[config.mk]
export PLATFORM = sky130hd
export DESIGN_NAME = dmem_arbiter
export DESIGN_NICKNAME = d
export VERILOG_FILES = /design/src/rtl/mips16_pkg.sv /design/src/rtl/starve_counter.sv /design/src/rtl/dmem_arbiter.sv
export SDC_FILE = /design/constraint.sdc
export NUM_CORES = 1
export LEC_CHECK = 0
export ABC_AREA = 1
export BUFFER_PORTS_ARGS = -buffer_cell sky130_fd_sc_hd__buf_2
export CORE_ASPECT_RATIO = 1.4
export CORE_MARGIN = 1
export CORE_UTILIZATION = 27
export DETAILED_ROUTE_END_ITERATION = 8
export PLACE_DENSITY = 0.73
export SLEW_MARGIN = 20
export SYNTH_ARGS = -nofsm -noshare
export SYNTH_HDL_FRONTEND = slang
export SYNTH_HIERARCHICAL = 1
export SYNTH_SLANG_ARGS = --single-unit
[constraint.sdc]
create_clock -name clk -period 1.48 [get_ports clk]
set_input_delay 0.222 -clock clk [delete_from_list [all_inputs] [get_ports clk]]
set_output_delay 0.222 -clock clk [all_outputs]
set_load 0.01 [all_outputs]
[src/rtl/mips16_pkg.sv]
// Shared constants and bundle widths for the mips16 core slice.
// Owner encoding, data-memory geometry and request-bundle layout.
package mips16_pkg;

    localparam logic OWNER_CPU  = 1'b0;
    localparam logic OWNER_HOST = 1'b1;

    localparam int DMEM_ADDR_W = 6;
    localparam int DATA_W      = 16;

    localparam int MEM_REQ_WE_W    = 1;
    localparam int MEM_REQ_ADDR_W  = DMEM_ADDR_W;
    localparam int MEM_REQ_WDATA_W = DATA_W;
    localparam int MEM_REQ_W =
        MEM_REQ_WE_W + MEM_REQ_ADDR_W + MEM_REQ_WDATA_W;

    localparam int STARVE_CNT_W = 4;

    typedef struct packed {
        logic                   we;
        logic [DMEM_ADDR_W-1:0] addr;
        logic [DATA_W-1:0]      wdata;
    } mem_req_t;

    function automatic mem_req_t mem_req_idle();
        return '0;
    endfunction

endpackage

[src/rtl/starve_counter.sv]
// Saturating host-denial counter; at_max forces a host slot.
// Clear wins over increment so a grant always restarts the count.
module starve_counter
    import mips16_pkg::*;
#(
    parameter int STARVE_MAX = 4
) (
    input  logic clk,
    input  logic rst,
    input  logic inc,
    input  logic clr,
    output logic at_max
);

    localparam logic [STARVE_CNT_W-1:0] MAX =
        STARVE_CNT_W'(STARVE_MAX);

    logic [STARVE_CNT_W-1:0] cnt;

    always_ff @(posedge clk) begin
        if (rst) begin
            cnt <= '0;
        end else if (clr) begin
            cnt <= '0;
        end else if (inc && cnt != MAX) begin
            cnt <= cnt + 1'b1;
        end
    end

    assign at_max = (cnt == MAX);

endmodule

[src/rtl/dmem_arbiter.sv]
// Data-memory arbiter: CPU has fixed priority, host is guaranteed a
// slot after STARVE_MAX denials; reads return one cycle after grant.
module dmem_arbiter #(
    parameter int ADDR_W     = mips16_pkg::DMEM_ADDR_W,
    parameter int DATA_W     = mips16_pkg::DATA_W,
    parameter int STARVE_MAX = 4
) (
    input  logic              clk,
    input  logic              rst,
    input  logic              cpu_req,
    input  logic              cpu_we,
    input  logic [ADDR_W-1:0] cpu_addr,
    input  logic [DATA_W-1:0] cpu_wdata,
    output logic              cpu_gnt,
    output logic              cpu_stall,
    output logic              cpu_rvalid,
    output logic [DATA_W-1:0] cpu_rdata,
    input  logic              host_req,
    input  logic              host_we,
    input  logic [ADDR_W-1:0] host_addr,
    input  logic [DATA_W-1:0] host_wdata,
    output logic              host_gnt,
    output logic              host_rvalid,
    output logic [DATA_W-1:0] host_rdata,
    output logic              mem_en,
    output logic              mem_we,
    output logic [ADDR_W-1:0] mem_addr,
    output logic [DATA_W-1:0] mem_wdata,
    input  logic [DATA_W-1:0] mem_rdata
);

    logic at_max;
    logic rd_pend;
    logic rd_owner;

    starve_counter #(
        .STARVE_MAX(STARVE_MAX)
    ) u_starve (
        .clk   (clk),
        .rst   (rst),
        .inc   (host_req & ~host_gnt),
        .clr   (host_gnt | ~host_req),
        .at_max(at_max)
    );

    always_comb begin
        host_gnt  = ~rst & host_req & (~cpu_req | at_max);
        cpu_gnt   = ~rst & cpu_req & ~host_gnt;
        cpu_stall = ~rst & cpu_req & ~cpu_gnt;
    end

    always_comb begin
        mem_en    = cpu_gnt | host_gnt;
        mem_we    = 1'b0;
        mem_addr  = '0;
        mem_wdata = '0;
        if (host_gnt) begin
            mem_we    = host_we;
            mem_addr  = host_addr;
            mem_wdata = host_wdata;
        end else if (cpu_gnt) begin
            mem_we    = cpu_we;
            mem_addr  = cpu_addr;
            mem_wdata = cpu_wdata;
        end
    end

    always_ff @(posedge clk) begin
        if (rst) begin
            rd_pend  <= 1'b0;
            rd_owner <= mips16_pkg::OWNER_CPU;
        end else begin
            rd_pend  <= mem_en & ~mem_we;
            rd_owner <= host_gnt ? mips16_pkg::OWNER_HOST
                                 : mips16_pkg::OWNER_CPU;
        end
    end

    // Gate on rst so a read granted just before reset never surfaces.
    always_comb begin
        cpu_rvalid  = ~rst & rd_pend & (rd_owner == mips16_pkg::OWNER_CPU);
        host_rvalid = ~rst & rd_pend & (rd_owner == mips16_pkg::OWNER_HOST);
        cpu_rdata   = cpu_rvalid  ? mem_rdata : '0;
        host_rdata  = host_rvalid ? mem_rdata : '0;
    end

endmodule

==> results of run 1 <==
worst reg2reg max path, stage by stage, from the launching register on:
cell and delay, ns:
sky130_fd_sc_hd__dfxtp_2 0.31, sky130_fd_sc_hd__inv_2 0.06, sky130_fd_sc_hd__ha_4 0.13, sky130_fd_sc_hd__nand3_4 0.06, sky130_fd_sc_hd__inv_2 0.05, sky130_fd_sc_hd__inv_2 0.03
sky130_fd_sc_hd__nand2_4 0.06, sky130_fd_sc_hd__nand2_4 0.07, sky130_fd_sc_hd__buf_4 0.14, sky130_fd_sc_hd__buf_6 0.11, sky130_fd_sc_hd__buf_4 0.13, sky130_fd_sc_hd__nand2_4 0.08
sky130_fd_sc_hd__inv_4 0.05, sky130_fd_sc_hd__nand2_4 0.07, sky130_fd_sc_hd__inv_2 0.05, sky130_fd_sc_hd__nor2_1 0.09, sky130_fd_sc_hd__nor2_1 0.05
cell families (layout without fill, tap and decap cells):
logic type,after synthesis,in the layout,synth area share [%]
flip-flops,6,6,13.4
AND/OR/NAND/NOR,132,132,60.5
AO/OA/AOI/OAI,3,3,2.36
adder cells (fa/ha/maj),2,2,2.78
buffers and inverters,42,180,21.0
per-stage QoR:
step | std cells | util [%]
6_report | 362 | 62.9
5_1_grt | 362 | 62.9
4_1_cts | 358 | 58.1
3_5_place_dp | 353 | 53.4
3_3_place_gp | 353 | 53.4
2_1_floorplan | 185 | -
routing by layer:
metal | global-route usage [%] | wire [microns] | part of all wire (%)
met5 | 0 | 0 | 0
met4 | 6.48 | 44 | 1.3
met3 | 2.18 | 393 | 11
met2 | 37.0 | 1870 | 54
met1 | 14.5 | 1180 | 34
sequential cells by signal, indices dropped and copies added, names as in the netlist:
signal	flops
rd_owner	1
rd_pend	1
u_starve/cnt	4
how the worst max path moves through the flow:
stage,start,cells after the start,end,slack [ns]
final,u_starve/cnt[0],13,mem_wdata[6],-0.29
after global routing,u_starve/cnt[0],13,mem_wdata[6],-0.41
after CTS,u_starve/cnt[0],13,mem_wdata[9],-0.34
after detailed placement,u_starve/cnt[0],13,mem_wdata[9],-0.11
after global placement,u_starve/cnt[0],13,mem_wdata[9],-0.09
after floorplan,u_starve/cnt[1],12,mem_addr[1],0.004
cell usage after synthesis:
cell                        n
sky130_fd_sc_hd__a21boi_2   1
sky130_fd_sc_hd__buf_2      1
sky130_fd_sc_hd__buf_4      2
sky130_fd_sc_hd__buf_6      3
sky130_fd_sc_hd__dfxtp_1    6
sky130_fd_sc_hd__ha_1       2
sky130_fd_sc_hd__inv_1     33
sky130_fd_sc_hd__inv_2      3
sky130_fd_sc_hd__nand2_1   77
sky130_fd_sc_hd__nand2_2    4
sky130_fd_sc_hd__nand2_4    1
sky130_fd_sc_hd__nand3_1    3
sky130_fd_sc_hd__nand3_2    2
sky130_fd_sc_hd__nand4_1    1
sky130_fd_sc_hd__nor2_1    41
sky130_fd_sc_hd__nor2_2     2
sky130_fd_sc_hd__nor2_4     1
sky130_fd_sc_hd__o21ai_0    2
layout make-up:
type,count,area share (%)
clock buffer,3,2.08
timing repair buffer,141,45.3
multi-input combinational,137,36.7
inverter,36,7.31
sequential,6,6.18
tap,39,2.46
timing repair:
| action | CTS | global route |
|---|---|---|
| pin swaps | 3 | 15 |
| setup buffers | 3 | 2 |
| endpoints found under the hold margin | 0 | 0 |
| cloned | 0 | 3 |
| setup endpoints to repair | 29 | 30 |
| resized for setup | 22 | 23 |
report_power, final:
group	switching, W	total [W]	internal, W
Sequential	0.00000384	0.000173	0.000169
Combinational	0.000210	0.000426	0.000216
Clock	0.0000736	0.000249	0.000175
Total	0.000287	0.000848	0.000560
==> Implementation_results.wiki, run 1 <==
{| class="wikitable"
! Metric !! Value
|-
| Initial antenna violation count || 0
|-
| Proportion of layout cells with a drive suffix above 1 || 60.7%
|-
| Combined global-route utilization of all metal layers || 17.2%
|-
| CTS tree || yes
|-
| Final Critical Period || 1.77 ns
|-
| Flip-flop and latch area || between 100 and 150 sq um
|-
| Delay of the slowest cell on the worst path || between 0.3 and 0.4 ns
|-
| Worst-case hold path end point || rd_pend
|-
| Startpoint kind of the worst setup timing path || flop
|-
| Number of nets with antenna violations after routing || 0
|-
| Detailed Route WL || 3.49 mm
|-
| Cell breakdown of the critical path || inv_2 > ha_4 > nand3_4 > inv_2 > inv_2 > nand2_4 > nand2_4 > nand2_4 > inv_8 > clkbuf_16 > nand2_2 > nand2_1 > buf_2
|-
| Flip-flop and latch count after synthesis || 6
|-
| Top cell type's share of synthesized area || 32.1%
|-
| Delay-heaviest family, CP || buffers and inverters
|-
| Via Count || 1573
|-
| Post-synthesis cell type with the largest combined area || sky130_fd_sc_hd__nand2_1
|-
| Overall Power || around 0.00085 W
|-
| Pre-antenna DRT Iters || 4
|-
| Reg-to-reg critical path endpoint || u_starve/cnt[1]
|-
| Run status || finished, violations left
|-
| Clk sink count || 6
|-
| Worst setup slack after placement || -0.107 ns
|-
| Final cell area excluding filler cells || 0.00198 sq mm
|-
| Total core area || 0.00315 sq mm
|-
| Final clock period utilization by the worst path || 120%
|-
| Cell depth of the worst min-delay path || 4
|-
| Post-synthesis net count || 253
|-
| GRT overflow || 0
|-
| Die Y || between 70 and 80 microns
|-
| Detail-routed net length per standard cell || 9.64 microns
|-
| Mean instance size in the synthesized netlist || 4.86 sq um
|-
| DR vias/cell || 4.35
|-
| Maximum clock frequency || 564 MHz
|-
| Clk_lat worst skew || 0.23 ns
|-
| R2R Path Start || u_starve/cnt[0]
|-
| Leading cell types in the layout, fill and taps excluded || 112 x sky130_fd_sc_hd__buf_2, 51 x sky130_fd_sc_hd__nand2_1, 40 x sky130_fd_sc_hd__nor2_1
|-
| Sequential share of the synthesized area || 13.4%
|-
| Pin count of the biggest net entering global routing || 25
|-
| Worst-case vdd ir drop || 0.000359 V
|-
| Number of rows created at floorplan || 24
|-
| Area overhead of the layout relative to synthesis || 121%
|-
| Number of remaining DRC errors || 0
|-
| Pin slew with the least headroom to its limit || 0.307 ns
|-
| Class of the tightest hold or removal check || input pin to flop
|-
| Number of pins exceeding their max-slew limit in the final report || 0
|-
| Slew margin rel. || 79.5%
|-
| Number of CTS-inserted buffers || 3
|-
| Worst Reg2Reg Path Length in Cells || 16
|-
| Post-synthesis cell type count || 18
|-
| WP data required || about 1.3 ns
|-
| Global-route wire length before repair || 4.93 mm
|-
| Leading cell type in the layout, fill and taps excluded || sky130_fd_sc_hd__buf_2
|-
| Post-route setup slack || -0.294 ns
|-
| Worst hold slack || 0.321 ns
|-
| Gp weighted congestion || 0.774
|-
| Clk buf depth || 2
|-
| Slowest cell on the critical path || sky130_fd_sc_hd__dfxtp_2
|-
| Total of buffers placed on input and output ports || around 130
|-
| Final count of negative-setup-slack endpoints || 30
|-
| Area enclosed by the die boundary || 0.00357 sq mm
|-
| Starting Density || 28.5%
|-
| Fill count || 294
|-
| Area taken by multi-input logic gates || 728 sq um
|-
| Failing checks || negative setup slack
|-
| N_diodes || 0
|-
| Maximum level of the CTS H-tree || 1
|-
| Cell Area, Synth || 900 sq um
|-
| Buf/Inv on CP || 6
|-
| Max FO, Critical Path || 6
|-
| Cells after synthesis || approximately 190
|-
| Count of synthesis-stage warnings from yosys || 6
|-
| Worst Path Arrival || about 1.6 ns
|-
| R2R Setup Slk || -0.18 ns
|-
| Count of routing violations after the opening detailed-route iteration || 21
|-
| DIE WIDTH || about 51 microns
|-
| Number of hold buffers added after CTS || 0
|-
| Worst clock skew on the final layout || 0.00146 ns
|-
| Final Net Count || 393
|-
| MaxCap Viol Count || 0
|-
| Path type of the worst setup path || flop to output port
|-
| HPWL reported at the end of detailed placement || about 2.6 mm
|-
| Root Buffer Master || sky130_fd_sc_hd__clkbuf_8
|-
| Standard cell area after detailed placement || ~0.0017 sq mm
|-
| Leakage dissipation || 1.32 nW
|-
| RSZ-0062 raised after global routing || true
|-
| Origin of the worst min-delay path || cpu_we
|-
| Element type at the critical path end || output port
|-
| Number of ports placed on the die boundary || 127
|-
| TNS Setup || -7.04 ns
|-
| Power per Cell Area || 427 mW/mm^2
|-
| Endpoints failing hold || 0
|-
| Top area cells in the synthesized netlist || sky130_fd_sc_hd__nand2_1 32%, sky130_fd_sc_hd__nor2_1 17%, sky130_fd_sc_hd__inv_1 14%
|-
| Clock transition at path regs || 0.04 ns
|-
| Number of global-route vias before repair || 1351
|}
No activity file was read; power rests on OpenSTA's default activity.
==> run 2: changes to the inputs <==
- ABC_AREA: 1 -> default
- CORE_UTILIZATION: 27 -> 34
- PLACE_DENSITY: 0.73 -> 0.74
==> run 2 against run 1 <==
The flow still finishes with violations (negative setup slack). Register-to-register slack got worse by 0.07 ns. Worst setup slack got worse by 0.068 ns. Sequential share of layout area decreased by 1.1 points. Clock skew increased by 0.0067 ns. Area after synthesis increased by 56%. Total power increased by 11%. Critical path type unchanged. Highest routed layer is now met3.
==> Implementation_results.wiki, run 2 <==
{| class="wikitable"
! Metric !! Value
|-
| Gp weighted congestion || 0.730 (was 0.774)
|-
| Part of the power in the clock network || 27.2% (was 29.3%)
|-
| Number of hold buffers added after CTS || 0 (unchanged)
|-
| DR vias/cell || 4.89 (was 4.35)
|-
| Final Critical Period || 1.84 ns (was 1.77 ns)
|-
| Initial antenna violation count || 0 (unchanged)
|-
| Number of ports placed on the die boundary || 127 (unchanged)
|-
| Die Y || 78.1 microns (was 70.3 microns)
|-
| Flip-flop and latch count after synthesis || 6 (unchanged)
|-
| Leading cell type in the layout, fill and taps excluded || sky130_fd_sc_hd__buf_2 (unchanged)
|-
| Endpoints failing hold || 0 (unchanged)
|-
| Post-synthesis cell type with the largest combined area || sky130_fd_sc_hd__o32ai_2 (was sky130_fd_sc_hd__nand2_1)
|-
| Via Count || 1673 (was 1573)
|-
| Most frequent cell after synthesis || sky130_fd_sc_hd__nand2b_1 (was sky130_fd_sc_hd__nand2_1)
|-
| TNS Setup || -9.37 ns (was -7.04 ns)
|-
| Element type at the critical path end || output port (unchanged)
|-
| Number of rows created at floorplan || 27 (was 24)
|-
| Number of pins exceeding their max-slew limit in the final report || 0 (unchanged)
|-
| Total of buffers placed on input and output ports || 126 (unchanged)
|-
| Mean instance size in the synthesized netlist || 8.74 sq um (was 4.86 sq um)
|-
| Pin slew with the least headroom to its limit || 0.268 ns (was 0.307 ns)
|-
| RSZ-0062 raised after global routing || true (unchanged)
|-
| Global-route wire length before repair || 6.54 mm (was 4.93 mm)
|-
| Primary FF master, synth || sky130_fd_sc_hd__dfxtp_1 (unchanged)
|-
| Registers with the most flip-flops || u_starve/cnt x4, rd_owner x1, rd_pend x1 (unchanged)
|-
| Cells after synthesis || 161 (was 185)
|-
| Net switching power || 0.000318 W (was 0.000287 W)
|-
| Most used standard cells in the synthesized netlist || 46 x sky130_fd_sc_hd__nand2b_1, 23 x sky130_fd_sc_hd__and2_1, 19 x sky130_fd_sc_hd__o32ai_2 (was 77 x sky130_fd_sc_hd__nand2_1, 41 x sky130_fd_sc_hd__nor2_1, 33 x sky130_fd_sc_hd__inv_1)
|-
| N_diodes || 0 (unchanged)
|-
| Proportion of layout cells with a drive suffix above 1 || 70.9% (was 60.7%)
|-
| Worst clock skew on the final layout || 0.00820 ns (was 0.00146 ns)
|-
| Max FO, Critical Path || 8 (was 6)
|-
| Combinational power share || 55.2% (was 50.3%)
|-
| Final Net Count || 368 (was 393)
|-
| Count of synthesis-stage warnings from yosys || 6 (unchanged)
|-
| Number of remaining DRC errors || 0 (unchanged)
|-
| Proportion of total power due to net switching || 33.8% (was 33.9%)
|-
| Detail-routed net length per standard cell || 11.9 microns (was 9.64 microns)
|-
| P_int || 0.000623 W (was 0.000560 W)
|-
| Slowest cell on the critical path || sky130_fd_sc_hd__dfxtp_4 (was sky130_fd_sc_hd__dfxtp_2)
|-
| Clk_lat worst skew || 0.22 ns (was 0.23 ns)
|-
| Number of CTS-inserted buffers || 3 (unchanged)
|-
| Core Util, Final || 63.5% (was 62.9%)
|-
| MaxCap Viol Count || 0 (unchanged)
|-
| Fill count || 326 (was 294)
|-
| Post-route setup slack || -0.362 ns (was -0.294 ns)
|-
| Count of routing violations after the opening detailed-route iteration || 8 (was 21)
|-
| DIE WIDTH || 56.4 microns (was 50.8 microns)
|-
| Total core area || 0.00395 sq mm (was 0.00315 sq mm)
|-
| Run status || finished, violations left (unchanged)
|-
| Clock transition at path regs || 0.04 ns (about the same)
|-
| Clk buf depth || 2 (unchanged)
|-
| Power per Cell Area || 375 mW/mm^2 (was 427 mW/mm^2)
|-
| Worst-case vdd ir drop || 0.000348 V (was 0.000359 V)
|-
| Overall Power || 0.000941 W (was 0.000848 W)
|-
| Cell breakdown of the critical path || inv_4 > ha_4 > nand3b_1 > inv_2 > a21bo_4 > clkbuf_16 > o32ai_2 > buf_2 (was inv_2 > ha_4 > nand3_4 > inv_2 > inv_2 > nand2_4 > nand2_4 > nand2_4 > inv_8 > clkbuf_16 > nand2_2 > nand2_1 > buf_2)
|-
| Detailed Route WL || 4.06 mm (was 3.49 mm)
|-
| Final count of negative-setup-slack endpoints || 30 (unchanged)
|-
| Number of nets with antenna violations after routing || 0 (unchanged)
|-
| Top cell type's share of synthesized area || 22.0% (was 32.1%)
|-
| HPWL reported at the end of detailed placement || 3.24 mm (was 2.56 mm)
|-
| Worst Path Arrival || 1.62 ns (was 1.55 ns)
|-
| GRT overflow || 0 (unchanged)
|-
| Sequential share of the synthesized area || 8.53% (was 13.4%)
|-
| Cell Area, Synth || 0.00141 sq mm (was 900 sq um)
|-
| Maximum level of the CTS H-tree || 1 (unchanged)
|-
| Path type of the worst setup path || flop to output port (unchanged)
|-
| Area overhead of the layout relative to synthesis || 78.2% (was 121%)
|-
| Failing checks || negative setup slack (unchanged)
|-
| Leading cell types in the layout, fill and taps excluded || 126 x sky130_fd_sc_hd__buf_2, 46 x sky130_fd_sc_hd__nand2b_1, 23 x sky130_fd_sc_hd__and2_1 (was 112 x sky130_fd_sc_hd__buf_2, 51 x sky130_fd_sc_hd__nand2_1, 40 x sky130_fd_sc_hd__nor2_1)
|-
| Number of global-route vias before repair || 1572 (was 1351)
|-
| CTS tree || yes (unchanged)
|-
| Combined global-route utilization of all metal layers || 17.8% (was 17.2%)
|-
| Area enclosed by the die boundary || 0.00440 sq mm (was 0.00357 sq mm)
|-
| Delay of the slowest cell on the worst path || 0.35 ns (was 0.32 ns)
|-
| Share of power burned in registers || 17.7% (was 20.4%)
|-
| WP data required || 1.26 ns (about the same)
|-
| Number of synthesized flops with an enable pin || 0 (unchanged)
|-
| Class of the tightest hold or removal check || input pin to flop (unchanged)
|-
| Startpoint kind of the worst setup timing path || flop (unchanged)
|-
| Post-synthesis net count || 229 (was 253)
|-
| Worst hold slack || 0.326 ns (was 0.321 ns)
|-
| Pre-antenna DRT Iters || 3 (was 4)
|-
| Root Buffer Master || sky130_fd_sc_hd__clkbuf_8 (unchanged)
|-
| Clk sink count || 6 (unchanged)
|-
| Post-synthesis cell type count || 34 (was 18)
|-
| Final clock period utilization by the worst path || 124% (was 120%)
|-
| Async S/R FF share, synth || 0% (unchanged)
|-
| Pin count of the biggest net entering global routing || 41 (was 25)
|-
| Maximum clock frequency || 543 MHz (was 564 MHz)
|-
| Starting Density || 35.6% (was 28.5%)
|-
| Top area cells in the synthesized netlist || sky130_fd_sc_hd__o32ai_2 22%, sky130_fd_sc_hd__nand2b_1 20%, sky130_fd_sc_hd__and2_1 10% (was sky130_fd_sc_hd__nand2_1 32%, sky130_fd_sc_hd__nor2_1 17%, sky130_fd_sc_hd__inv_1 14%)
|-
| Flip-flop count of the largest register, all copies and words added || 4 (unchanged)
|-
| Slew margin rel. || 82.1% (was 79.5%)
|-
| Most flop-heavy register || u_starve/cnt (unchanged)
|-
| Leakage dissipation || 1.22 nW (was 1.32 nW)
|}
==> run 2: changes by cell type after synthesis, sizes merged, moves of 3 or more <==
cell	change
nor2	-39
inv	-31
and2	+32
nand2	-82
nand2b	+46
o32ai	+24
clkbuf	+3
buf	+8
==> run 2: what timing repair did <==
item | CTS | global route
setup endpoints to repair | 30 | 31
endpoints found under the hold margin | 0 | 0
pin swaps | 10 | 3
buffers inserted | 4 | 0
gates resized for setup | 14 | 17
gates cloned | 0 | 1
==> run 2: layout make-up <==
type | instances | area (sq um) | share of cell area, %
clock buffers | 4 | 45.0 | 1.80
well taps | 43 | 53.8 | 2.14
inverters | 5 | 23.8 | 0.948
multi-input cells | 133 | 1340 | 53.4
repair buffers | 151 | 920 | 36.7
flip-flops and latches | 6 | 128 | 5.09
==> run 2: power groups by stage <==
stage	clock network [W]	logic, W	registers [W]
2_1_floorplan	0	0.000299	0.000169
3_3_place_gp	0	0.000467	0.000168
3_5_place_dp	0	0.000472	0.000168
4_1_cts	0.000262	0.000497	0.000166
5_1_grt	0.000278	0.000561	0.000167
6_report	0.000256	0.000519	0.000166
==> run 2: path summary, 6_finish.rpt <==
path / from / endpoint / slack (ns) / cells past startpoint
max: u_starve/cnt[0] / mem_wdata[15] / -0.36 / 8
min: host_we / rd_pend / 0.33 / 3
max reg2reg: u_starve/cnt[0] / u_starve/cnt[3] / -0.25 / 10
min reg2reg: u_starve/cnt[3] / u_starve/cnt[3] / 0.63 / 2
==> run 2: logic make-up after synthesis <==
logic type	after synthesis	share of synthesized area [%]
AO/OA/AOI/OAI	33	29.4
adder cells (fa/ha/maj)	2	1.78
buffers and inverters	22	13.4
flip-flops	6	8.53
AND/OR/NAND/NOR	98	46.8
==> run 2: layer usage <==
metal  track usage, %  vias to the layer above  routed length (microns)
li1                 -                      841                        -
met1             17.2                      727                     1410
met2             38.7                      105                     2310
met3             2.47                        0                      339
met4             2.93                        0                        0
met5                0                        -                        0
==> run 2: stage by stage <==
step	std cells	instance area, sq um	setup WS, ns
after detailed placement	333	2280	-0.139
after global placement	333	2280	-0.124
after global routing	342	2510	-0.435
final	342	2510	-0.362
after CTS	341	2410	-0.348
after floorplan	161	1580	-0.320
==> run 2: worst max-delay path: cells and delay by family, from the launching register on <==
| family | cells | cell delay, ns |
|---|---|---|
| buf+inv | 4 | 0.45 |
| flops | 1 | 0.35 |
| compound gates | 2 | 0.34 |
| fa+ha+maj | 1 | 0.14 |
| simple gates | 1 | 0.11 |
==> run 3: changes to the inputs <==
- CELL_PAD_IN_SITES_DETAIL_PLACEMENT: default -> 1
- CELL_PAD_IN_SITES_GLOBAL_PLACEMENT: default -> 1
- CORE_MARGIN: 1 -> 2
- CORE_UTILIZATION: 34 -> 23
- PLACE_DENSITY: 0.74 -> 0.76
==> run 3 against run 2 <==
The run still ends with negative setup slack left. Clock-buffer cell count unchanged. Critical path depth is 1 higher. Clock power increased by 4%. Utilization fell by 17 points. Cell area increased by 10%. Cell count rose by 10%. Hold slack better by 0.0079 ns. Sequential cell count did not move. Clock skew rose by 0.0010 ns. Via count up 6.3%. Critical path type unchanged. Critical endpoint is now mem_wdata[5].
==> Implementation_results.wiki, run 3 (synthesis gave the netlist of run 2 again) <==
{| class="wikitable"
! Metric !! Value
|-
| Combined global-route utilization of all metal layers || 15.3% (was 17.8%)
|-
| Count of routing violations after the opening detailed-route iteration || 12 (was 8)
|-
| Detail-routed net length per standard cell || 14.8 microns (was 11.9 microns)
|-
| Pre-antenna DRT Iters || 4 (was 3)
|-
| Pin slew with the least headroom to its limit || 0.281 ns (was 0.268 ns)
|-
| MaxCap Viol Count || 0 (unchanged)
|-
| Class of the tightest hold or removal check || input pin to flop (unchanged)
|-
| Maximum clock frequency || 524 MHz (was 543 MHz)
|-
| Area overhead of the layout relative to synthesis || 96.1% (was 78.2%)
|-
| Proportion of layout cells with a drive suffix above 1 || 75.9% (was 70.9%)
|-
| Number of global-route vias before repair || 1799 (was 1572)
|-
| Total of buffers placed on input and output ports || 126 (unchanged)
|-
| Worst-case vdd ir drop || 0.000199 V (was 0.000348 V)
|-
| Final count of negative-setup-slack endpoints || 32 (was 30)
|-
| Element type at the critical path end || output port (unchanged)
|-
| DR vias/cell || 4.72 (was 4.89)
|-
| Leading cell types in the layout, fill and taps excluded || 111 x sky130_fd_sc_hd__buf_2, 46 x sky130_fd_sc_hd__nand2b_1, 24 x sky130_fd_sc_hd__and2_4 (was 126 x sky130_fd_sc_hd__buf_2, 46 x sky130_fd_sc_hd__nand2b_1, 23 x sky130_fd_sc_hd__and2_1)
|-
| Met1 Wirelength || 1.95 mm (was 1.41 mm)
|-
| R2R Path Start || u_starve/cnt[1] (was u_starve/cnt[0])
|-
| Clk buf depth || 2 (unchanged)
|-
| Most flop-heavy register || u_starve/cnt (unchanged)
|-
| DIE WIDTH || 70.1 microns (was 56.4 microns)
|-
| Registers with the most flip-flops || u_starve/cnt x4, rd_owner x1, rd_pend x1 (unchanged)
|-
| CTS tree || yes (unchanged)
|-
| Final Critical Period || 1.91 ns (was 1.84 ns)
|-
| Total core area || 0.00590 sq mm (was 0.00395 sq mm)
|-
| DR WL met2 || 3.13 mm (was 2.31 mm)
|-
| WP data required || 1.26 ns (about the same)
|-
| Number of rows created at floorplan || 33 (was 27)
|-
| Core Util, Final || 46.7% (was 63.5%)
|-
| Worst clock skew on the final layout || 0.00922 ns (was 0.00820 ns)
|-
| Final Net Count || 376 (was 368)
|-
| N_diodes || 0 (unchanged)
|-
| Global-route wire length before repair || 8.45 mm (was 6.54 mm)
|-
| DP Cell Count || 361 (was 333)
|-
| Clk_lat worst skew || 0.23 ns (was 0.22 ns)
|-
| Flip-flop count of the largest register, all copies and words added || 4 (unchanged)
|-
| Clk sink count || 6 (unchanged)
|-
| Maximum level of the CTS H-tree || 1 (unchanged)
|-
| Starting Density || 23.8% (was 35.6%)
|-
| Number of remaining DRC errors || 0 (unchanged)
|-
| Clock transition at path regs || 0.04 ns (about the same)
|-
| Endpoints failing hold || 0 (unchanged)
|-
| Pin count of the biggest net entering global routing || 45 (was 41)
|-
| Count of placed standard cells in the final layout, fillers left out || 377 (was 342)
|-
| Via Count || 1779 (was 1673)
|-
| Number of nets with antenna violations after routing || 0 (unchanged)
|-
| Origin of the worst min-delay path || host_we (unchanged)
|-
| HPWL reported at the end of detailed placement || 4.21 mm (was 3.24 mm)
|-
| Path type of the worst setup path || flop to output port (unchanged)
|-
| Detailed Route WL || 5.59 mm (was 4.06 mm)
|-
| Leakage dissipation || 1.29 nW (was 1.22 nW)
|-
| Post-route setup slack || -0.428 ns (was -0.362 ns)
|-
| Met3 wire length || 460 microns (was 339 microns)
|-
| Final clock period utilization by the worst path || 129% (was 124%)
|-
| Overall Power || 0.000995 W (was 0.000941 W)
|-
| Startpoint kind of the worst setup timing path || flop (unchanged)
|-
| Worst setup startpoint || u_starve/cnt[1] (was u_starve/cnt[0])
|-
| Number of CTS-inserted buffers || 3 (unchanged)
|-
| Root Buffer Master || sky130_fd_sc_hd__clkbuf_8 (unchanged)
|-
| Worst Path Arrival || 1.69 ns (was 1.62 ns)
|-
| Power per Cell Area || 360 mW/mm^2 (was 375 mW/mm^2)
|-
| Leading cell type in the layout, fill and taps excluded || sky130_fd_sc_hd__buf_2 (unchanged)
|-
| Initial antenna violation count || 0 (unchanged)
|-
| Max FO, Critical Path || 7 (was 8)
|-
| Area enclosed by the die boundary || 0.00677 sq mm (was 0.00440 sq mm)
|-
| Number of pins exceeding their max-slew limit in the final report || 0 (unchanged)
|-
| GRT overflow || 0 (unchanged)
|-
| Top Metal Used || met4 (was met3)
|-
| Worst hold slack || 0.334 ns (was 0.326 ns)
|-
| R2R Setup Slk || -0.30 ns (was -0.25 ns)
|-
| Gp weighted congestion || 0.764 (was 0.730)
|-
| Failing checks || negative setup slack (unchanged)
|-
| RSZ-0062 raised after global routing || true (unchanged)
|-
| Run status || finished, violations left (unchanged)
|-
| Number of ports placed on the die boundary || 127 (unchanged)
|-
| Die Y || 96.6 microns (was 78.1 microns)
|-
| Slew margin rel. || 81.3% (was 82.1%)
|}
run 3: cell count changes in the layout (fill, tap and decap cells not counted), moves of 2 or more:
cell / delta
sky130_fd_sc_hd__and2_1: -15
sky130_fd_sc_hd__and2_4: +15
sky130_fd_sc_hd__buf_12: +4
sky130_fd_sc_hd__buf_2: -15
sky130_fd_sc_hd__buf_4: +5
sky130_fd_sc_hd__buf_6: +17
sky130_fd_sc_hd__buf_8: -2
sky130_fd_sc_hd__dfxtp_1: -2
sky130_fd_sc_hd__dfxtp_2: +2
sky130_fd_sc_hd__o21ai_2: -2
sky130_fd_sc_hd__o32ai_2: -2
run 3: path summary, 6_finish.rpt:
| check | depth (start not counted) | end |
|---|---|---|
| min | 3 | rd_pend |
| max reg2reg | 10 | u_starve/cnt[3] |
| max | 9 | mem_wdata[5] |
| min reg2reg | 3 | u_starve/cnt[0] |
run 3: area by class of cell:
cell class | instances | area [sq um]
inverter | 5 | 23.8
clock buffer | 4 | 45.0
timing repair buffer | 159 | 1100
fill | 699 | 3140
sequential | 6 | 130
tap | 70 | 87.6
multi-input combinational | 133 | 1380
run 3: per-stage QoR:
stage	setup slack (ns)	TNS, ns	cell area (sq um)
after floorplan	-0.320	-3.55	1580
after CTS	-0.434	-11.06	2550
after global routing	-0.504	-13.92	2760
after detailed placement	-0.225	-4.29	2370
final	-0.428	-10.69	2760
after global placement	-0.162	-3.43	2370
run 3: per-layer routing:
metal  GRT usage, %  up-vias
met5              0        -
met2           30.3      108
met4           5.29        0
met3           2.90        4
li1               -      855
met1           16.1      812
run 3: timing repair:
| item | in CTS | in global routing |
|---|---|---|
| buffers inserted | 17 | 2 |
| pin swaps | 7 | 23 |
| hold buffers | 0 | 0 |
| endpoints found under the setup margin | 30 | 48 |
| resized for setup | 8 | 53 |
| cloned | 1 | 2 |
run 3: report_power, final:
group | internal (W) | switching (W) | total (W)
logic | 0.000299 | 0.000263 | 0.000562
clock network | 0.000186 | 0.0000792 | 0.000265
registers | 0.000164 | 0.00000328 | 0.000168
run 3: worst max-delay path: stages, from the launching register on:
cell                       delay, ns
sky130_fd_sc_hd__dfxtp_4        0.35
sky130_fd_sc_hd__inv_4          0.05
sky130_fd_sc_hd__ha_4           0.11
sky130_fd_sc_hd__nand3b_1       0.11
sky130_fd_sc_hd__inv_2          0.11
sky130_fd_sc_hd__nor2b_4        0.07
sky130_fd_sc_hd__buf_12         0.14
sky130_fd_sc_hd__buf_12         0.13
sky130_fd_sc_hd__o32ai_4        0.22
sky130_fd_sc_hd__buf_2          0.16
